## src/rtl/arith_pkg.sv

```systemverilog
// -----------------------------------------------------------------------------
// arith_pkg
// Shared constants and helpers for the arithmetic library.
//   DSP_LIMB_WIDTH  : width of one unsigned multiplier limb (DSP B-port).
//   DSP_A_MAX_WIDTH : widest unsigned operand one DSP A-port accepts.
//   num_limbs()     : number of DSP limbs needed to cover a given width.
// -----------------------------------------------------------------------------
package arith_pkg;

  localparam int DSP_LIMB_WIDTH  = 17;
  localparam int DSP_A_MAX_WIDTH = 26;

  // Ceiling division of an operand width by the limb width.
  function automatic int num_limbs(input int width);
    return (width + DSP_LIMB_WIDTH - 1) / DSP_LIMB_WIDTH;
  endfunction

endpackage

```

## src/rtl/mult_limb_stage.sv

```systemverilog
// -----------------------------------------------------------------------------
// mult_limb_stage
// One pipeline stage of the chained multiplier. It multiplies a by the lowest
// limb of its b input, adds the previous partial product shifted down by one
// limb, and registers the result. The remaining limbs of b, a, tag and valid
// travel alongside. The low limb of the previous partial product is parked in
// a side vector so all finished low limbs line up with the final stage.
//
// Ports:
//   clk, rst, ce : clock, async active-high reset, clock enable
//   valid_i/o    : operation valid
//   a_i/o        : multiplicand
//   b_i/o        : remaining multiplier limbs (lowest limb consumed here)
//   tag_i/o      : side-band tag
//   carry_i      : partial product of the previous stage (0 for stage 1)
//   p_o          : partial product of this stage
//   lo_i/o       : finished low limbs collected so far
// -----------------------------------------------------------------------------
module mult_limb_stage
  import arith_pkg::*;
#(
  parameter int A_WIDTH   = 24,
  parameter int TAG_WIDTH = 8,
  parameter int NUM_LIMBS = 2,
  parameter int STAGE     = 1
) (
  input  logic                                   clk,
  input  logic                                   rst,
  input  logic                                   ce,
  input  logic                                   valid_i,
  input  logic [A_WIDTH-1:0]                     a_i,
  input  logic [NUM_LIMBS*DSP_LIMB_WIDTH-1:0]    b_i,
  input  logic [TAG_WIDTH-1:0]                   tag_i,
  input  logic [A_WIDTH+DSP_LIMB_WIDTH:0]        carry_i,
  input  logic [NUM_LIMBS*DSP_LIMB_WIDTH-1:0]    lo_i,
  output logic                                   valid_o,
  output logic [A_WIDTH-1:0]                     a_o,
  output logic [NUM_LIMBS*DSP_LIMB_WIDTH-1:0]    b_o,
  output logic [TAG_WIDTH-1:0]                   tag_o,
  output logic [A_WIDTH+DSP_LIMB_WIDTH:0]        p_o,
  output logic [NUM_LIMBS*DSP_LIMB_WIDTH-1:0]    lo_o
);

  localparam int BW   = NUM_LIMBS * DSP_LIMB_WIDTH;
  localparam int PW   = A_WIDTH + DSP_LIMB_WIDTH + 1;
  // Stage k stores the low limb of p_(k-1) in slot k-2.
  localparam int SLOT = (STAGE >= 2) ? (STAGE - 2) : 0;

  logic [PW-1:0] p_d;
  logic [BW-1:0] b_d;
  logic [BW-1:0] lo_d;

  logic          valid_q;
  logic [A_WIDTH-1:0]   a_q;
  logic [BW-1:0]        b_q;
  logic [TAG_WIDTH-1:0] tag_q;
  logic [PW-1:0]        p_q;
  logic [BW-1:0]        lo_q;

  // Next partial product, limb shift and low-limb collection.
  always_comb begin
    // a*limb + (carry>>17) < 2^(A+18), so PW bits never overflow.
    p_d  = PW'(a_i) * PW'(b_i[DSP_LIMB_WIDTH-1:0]) + (carry_i >> DSP_LIMB_WIDTH);
    b_d  = b_i >> DSP_LIMB_WIDTH;
    lo_d = lo_i;
    if (STAGE >= 2) begin
      lo_d[SLOT*DSP_LIMB_WIDTH +: DSP_LIMB_WIDTH] = carry_i[DSP_LIMB_WIDTH-1:0];
    end else begin
      lo_d = lo_i;
    end
  end

  // Stage register; ce low freezes everything, reset clears data and valid.
  always_ff @(posedge clk or posedge rst) begin
    if (rst) begin
      valid_q <= 1'b0;
      a_q     <= '0;
      b_q     <= '0;
      tag_q   <= '0;
      p_q     <= '0;
      lo_q    <= '0;
    end else if (ce) begin
      valid_q <= valid_i;
      a_q     <= a_i;
      b_q     <= b_d;
      tag_q   <= tag_i;
      p_q     <= p_d;
      lo_q    <= lo_d;
    end
  end

  assign valid_o = valid_q;
  assign a_o     = a_q;
  assign b_o     = b_q;
  assign tag_o   = tag_q;
  assign p_o     = p_q;
  assign lo_o    = lo_q;

endmodule

```

## src/rtl/int_multiplier_chained.sv

```systemverilog
// -----------------------------------------------------------------------------
// int_multiplier_chained
// Fully pipelined unsigned a*b. b is split into 17-bit limbs; each limb is
// handled by one mult_limb_stage. Latency is NUM_LIMBS+1 enabled cycles,
// throughput one operation per enabled cycle, ce=0 stalls the whole pipe.
//
// Ports:
//   clk       : clock, rising edge
//   rst       : asynchronous active-high reset
//   ce        : clock enable for every pipeline register
//   in_valid  : a, b, in_tag valid this cycle
//   a, b      : unsigned operands (A_WIDTH, B_WIDTH bits)
//   in_tag    : opaque tag carried with the operation
//   out_valid : result and out_tag valid
//   result    : exact product, A_WIDTH+B_WIDTH bits
//   out_tag   : tag of the operation in result
// -----------------------------------------------------------------------------
module int_multiplier_chained
  import arith_pkg::*;
#(
  parameter int A_WIDTH   = 24,
  parameter int B_WIDTH   = 34,
  parameter int TAG_WIDTH = 8
) (
  input  logic                       clk,
  input  logic                       rst,
  input  logic                       ce,
  input  logic                       in_valid,
  input  logic [A_WIDTH-1:0]         a,
  input  logic [B_WIDTH-1:0]         b,
  input  logic [TAG_WIDTH-1:0]       in_tag,
  output logic                       out_valid,
  output logic [A_WIDTH+B_WIDTH-1:0] result,
  output logic [TAG_WIDTH-1:0]       out_tag
);

  localparam int NUM_LIMBS = num_limbs(B_WIDTH);
  localparam int BW = NUM_LIMBS * DSP_LIMB_WIDTH;
  localparam int PW = A_WIDTH + DSP_LIMB_WIDTH + 1;
  localparam int FW = PW + BW - DSP_LIMB_WIDTH;
  localparam int RW = A_WIDTH + B_WIDTH;

  if (A_WIDTH < 1 || A_WIDTH > DSP_A_MAX_WIDTH) begin : g_a_width_check
    $error("int_multiplier_chained: A_WIDTH out of range 1..26");
  end
  if (B_WIDTH < 1 || B_WIDTH > 136) begin : g_b_width_check
    $error("int_multiplier_chained: B_WIDTH out of range 1..136");
  end
  if (TAG_WIDTH < 1 || TAG_WIDTH > 32) begin : g_tag_width_check
    $error("int_multiplier_chained: TAG_WIDTH out of range 1..32");
  end

  // Input (stage 0) registers.
  logic                 valid_q;
  logic [A_WIDTH-1:0]   a_q;
  logic [BW-1:0]        b_q;
  logic [TAG_WIDTH-1:0] tag_q;

  // Per-stage links; index 0 is the input register, index k is stage k.
  logic                 st_valid [0:NUM_LIMBS];
  logic [A_WIDTH-1:0]   st_a     [0:NUM_LIMBS];
  logic [BW-1:0]        st_b     [0:NUM_LIMBS];
  logic [TAG_WIDTH-1:0] st_tag   [0:NUM_LIMBS];
  logic [PW-1:0]        st_p     [0:NUM_LIMBS];
  logic [BW-1:0]        st_lo    [0:NUM_LIMBS];

  logic [FW-1:0]        full_s;

  // Input register; data loads regardless of in_valid, bubbles keep valid low.
  always_ff @(posedge clk or posedge rst) begin
    if (rst) begin
      valid_q <= 1'b0;
      a_q     <= '0;
      b_q     <= '0;
      tag_q   <= '0;
    end else if (ce) begin
      valid_q <= in_valid;
      a_q     <= a;
      b_q     <= BW'(b);
      tag_q   <= in_tag;
    end
  end

  assign st_valid[0] = valid_q;
  assign st_a[0]     = a_q;
  assign st_b[0]     = b_q;
  assign st_tag[0]   = tag_q;
  assign st_p[0]     = '0;
  assign st_lo[0]    = '0;

  for (genvar k = 1; k <= NUM_LIMBS; k++) begin : g_stage
    mult_limb_stage #(
      .A_WIDTH   (A_WIDTH),
      .TAG_WIDTH (TAG_WIDTH),
      .NUM_LIMBS (NUM_LIMBS),
      .STAGE     (k)
    ) u_stage (
      .clk     (clk),
      .rst     (rst),
      .ce      (ce),
      .valid_i (st_valid[k-1]),
      .a_i     (st_a[k-1]),
      .b_i     (st_b[k-1]),
      .tag_i   (st_tag[k-1]),
      .carry_i (st_p[k-1]),
      .lo_i    (st_lo[k-1]),
      .valid_o (st_valid[k]),
      .a_o     (st_a[k]),
      .b_o     (st_b[k]),
      .tag_o   (st_tag[k]),
      .p_o     (st_p[k]),
      .lo_o    (st_lo[k])
    );
  end

  // Final partial product on top of the aligned low limbs of earlier stages.
  if (NUM_LIMBS == 1) begin : g_full_one
    assign full_s = st_p[NUM_LIMBS];
  end else begin : g_full_many
    assign full_s = {st_p[NUM_LIMBS], st_lo[NUM_LIMBS][BW-DSP_LIMB_WIDTH-1:0]};
  end

  assign out_valid = st_valid[NUM_LIMBS];
  assign out_tag   = st_tag[NUM_LIMBS];
  // Bits above A_WIDTH+B_WIDTH are zero by construction.
  assign result    = full_s[RW-1:0];

  // Leftovers of the last stage that the result does not need.
  logic unused_s;
  assign unused_s = ^{st_a[NUM_LIMBS], st_b[NUM_LIMBS], st_lo[NUM_LIMBS], full_s[FW-1:RW]};

endmodule

```

## config.mk

```make
export PLATFORM = sky130hd
export DESIGN_NAME = int_multiplier_chained
export DESIGN_NICKNAME = d
export VERILOG_FILES = /design/src/rtl/arith_pkg.sv /design/src/rtl/mult_limb_stage.sv /design/src/rtl/int_multiplier_chained.sv
export SDC_FILE = /design/constraint.sdc
export NUM_CORES = 2
export LEC_CHECK = 0
export ABC_AREA = 1
export CAP_MARGIN = 25
export CORE_MARGIN = 4
export CORE_UTILIZATION = 65
export DETAILED_ROUTE_END_ITERATION = 6
export PLACE_DENSITY_LB_ADDON = 0.25
export SYNTH_ARGS = -nofsm -noshare
export SYNTH_HDL_FRONTEND = slang
export SYNTH_HIERARCHICAL = 1
export SYNTH_SLANG_ARGS = --single-unit
```

## constraint.sdc

```tcl
create_clock -name clk -period 6.05 [get_ports clk]
set_input_delay 0.605 -clock clk [delete_from_list [all_inputs] [get_ports clk]]
set_output_delay 0.605 -clock clk [all_outputs]
set_load 0.02 [all_outputs]
```

==> flow_summary.toml <==
[final_layout]
n_fill_cell = 4619
layout.cells.non_filler = 5914
layout-drive-gt1-share_pct = 4.84
diodes = 0
final_cell_area_um2 = 41600
syn_to_final_growth_pct = 8.62
final_nets = 6150

[clocking]
cts_tree = "done"
cts.htree.levels = 1
clk-insertion-delay-late_ns = 0.60
cts.sinks = 226
cts_setup_buffers = 0
clock_path_buffers = 3
root_buffer = "clkbuf_16"
cts_buffers = 27
clk_pin_slew_worst_paths_ns = 0.06

[drt]
first_pass_iters = 6
vias_per_cell = 5.15
wirelength_mm = 94.5
num_vias = 30500
drt-wirelength-per-cell_um = 16.0
drt-initial-drc-count = 2451
drc_errors = 0
ant_nets = 0

[worst_setup_path]
cp.arrival_ns = 6.23
cp-start-kind = "flop"
cp.required_ns = 6.50
cp_max_fo = 15
crit_type = "flop to flop"
end_kind = "flop"
cp-startpoint = "g_stage[1].u_stage/a_o[8]"
r2r_start = "g_stage[1].u_stage/a_o[8]"

[die]
die_y_um = 251
rows = 88
start_util_pct = 66.0
dieArea_um2 = 62900
design.core.area_um2 = 58000
io_pins = 137
die_x_um = 251

[global_route]
grt_antenna_before_repair = 1
grt_usage_pct = 30.7
grt_pass1_wl_mm = 157
first_global_vias = 31700
grt_max_degree = 98
grt_overflow = 0

[timing]
holdWs_ns = 0.467
worstMarginPinSlew_ns = 1.03
period_minus_slack_ns = 5.78
hold_viol_final = 0
finalClockSkew_ns = 0.0321
period_share_pct = 95.5
drv_slew = 0
finalSetupViolCount = 0
grt_setup_unrepaired = "no"
fin_setup_tns_ns = 0
clock.fmax_ghz = 0.173
slew_headroom_pct = 31.1

[hold_path]
hold_class = "input pin to async pin"

[placement]
place_inst = 5866
gp_congestion = 0.913
dp_hpwl_mm = 78.4
placed_area_um2 = 40600
port_buffers = 136

[synth]
syn-mean-instance-area_um2 = 7.57
syn_area_um2 = 38300
yosys_warnings = 6
synthCells = 5062

[flow_run]
drv_cap = 0

[outcome]
status = "finished clean"
==> layout make-up <==
type	instances	area [um^2]	area share (%)
Multi-Input combinational cell	3217	26500	63.7
Clock buffer	34	732	1.76
Inverter	1421	5340	12.8
Timing Repair Buffer	237	2170	5.22
Clock inverter	14	218	0.523
Sequential cell	226	5690	13.7
Tap cell	765	957	2.30
==> worst max-delay path, stage by stage, from the launching register on <==
cell and delay, ns:
dfrtp_1 0.81, nand2_1 0.19, fa_1 0.53, fa_1 0.49, fa_1 0.59, inv_1 0.07
fa_1 0.48, fa_1 0.48, inv_1 0.05, fa_1 0.48, inv_1 0.05, ha_1 0.35
nand2_2 0.14, inv_2 0.03, a21oi_1 0.19, nand3_1 0.15, nand2_1 0.13, nand2_2 0.09
nand2_1 0.12, nand3_1 0.08, nand3_1 0.09, nand2_1 0.06
==> per-stage QoR <==
| step | util, % | setup WS (ns) |
|---|---|---|
| 2_1_floorplan | - | 0.588 |
| 3_3_place_gp | 70.0 | 0.234 |
| 3_5_place_dp | 70.0 | 0.180 |
| 4_1_cts | 71.7 | 0.160 |
| 5_1_grt | 71.7 | 0.00242 |
| 6_report | 71.7 | 0.272 |
==> layer usage <==
layer / global-route usage [%] / up-vias / part of all wire, %
met2: 51.6 / 1142 / 48
li1: - / 14200 / -
met1: 41.7 / 14900 / 41
met5: 0 / - / 0.012
met4: 9.57 / 2 / 3.3
met3: 4.89 / 212 / 7.8
==> state kept, by name (all words and copies together), names as in the netlist <==
register and cells:
g_stage.u_stage/a_o 24, a_q 24, g_stage.u_stage/p_o 83, g_stage.u_stage/lo_o 17
tag_q 8, b_q 34, valid_q 1, g_stage.u_stage/b_o 17
g_stage.u_stage/tag_o 16, g_stage.u_stage/valid_o 2
==> path summary, 6_finish.rpt <==
| path | end | slack, ns | cells past startpoint |
|---|---|---|---|
| max | g_stage[2].u_stage/p_o[38] | 0.27 | 21 |
| min | g_stage[1].u_stage/tag_o[5] | 0.47 | 2 |
| max reg2reg | g_stage[2].u_stage/p_o[38] | 0.27 | 21 |
| min reg2reg | g_stage[2].u_stage/lo_o[8] | 0.47 | 2 |
| max in group asynchronous | a_q[16] | 4.32 | 3 |
| min in group clk | g_stage[2].u_stage/lo_o[8] | 0.47 | 2 |
==> cells in the final DEF, fill, tap and decap left out, types with 2 or more instances in the layout <==
cell / instances
inv_1: 1410
nand3_2: 12
fa_1: 710
clkinv_2: 4
clkbuf_16: 27
and2_1: 3
o21ai_1: 13
o21ai_0: 48
dfrtp_2: 28
nor3_2: 2
nand4_1: 2
dfrtp_1: 198
nor2_2: 9
o21bai_1: 5
clkbuf_1: 4
buf_4: 97
clkbuf_8: 3
nor2_1: 120
nand2_2: 32
clkdlybuf4s50_1: 135
nor4_1: 4
inv_6: 4
nor3_1: 12
bufinv_16: 5
a21oi_2: 3
conb_1: 25
xnor2_1: 33
nand3b_1: 7
a21oi_1: 55
inv_2: 9
ha_1: 240
buf_12: 4
nand2_1: 1778
xor2_1: 4
nand3_1: 90
nor2_4: 3
clkinv_4: 2
or2_1: 4
==> what timing repair did <==
action                     4_1_cts  5_1_grt
hold buffers                     0        0
resized for setup                0       28
setup endpoints to repair        0       27
Power is not shown: default switching activity piles up to over one toggle a cycle in this logic, so the estimate is an artifact.
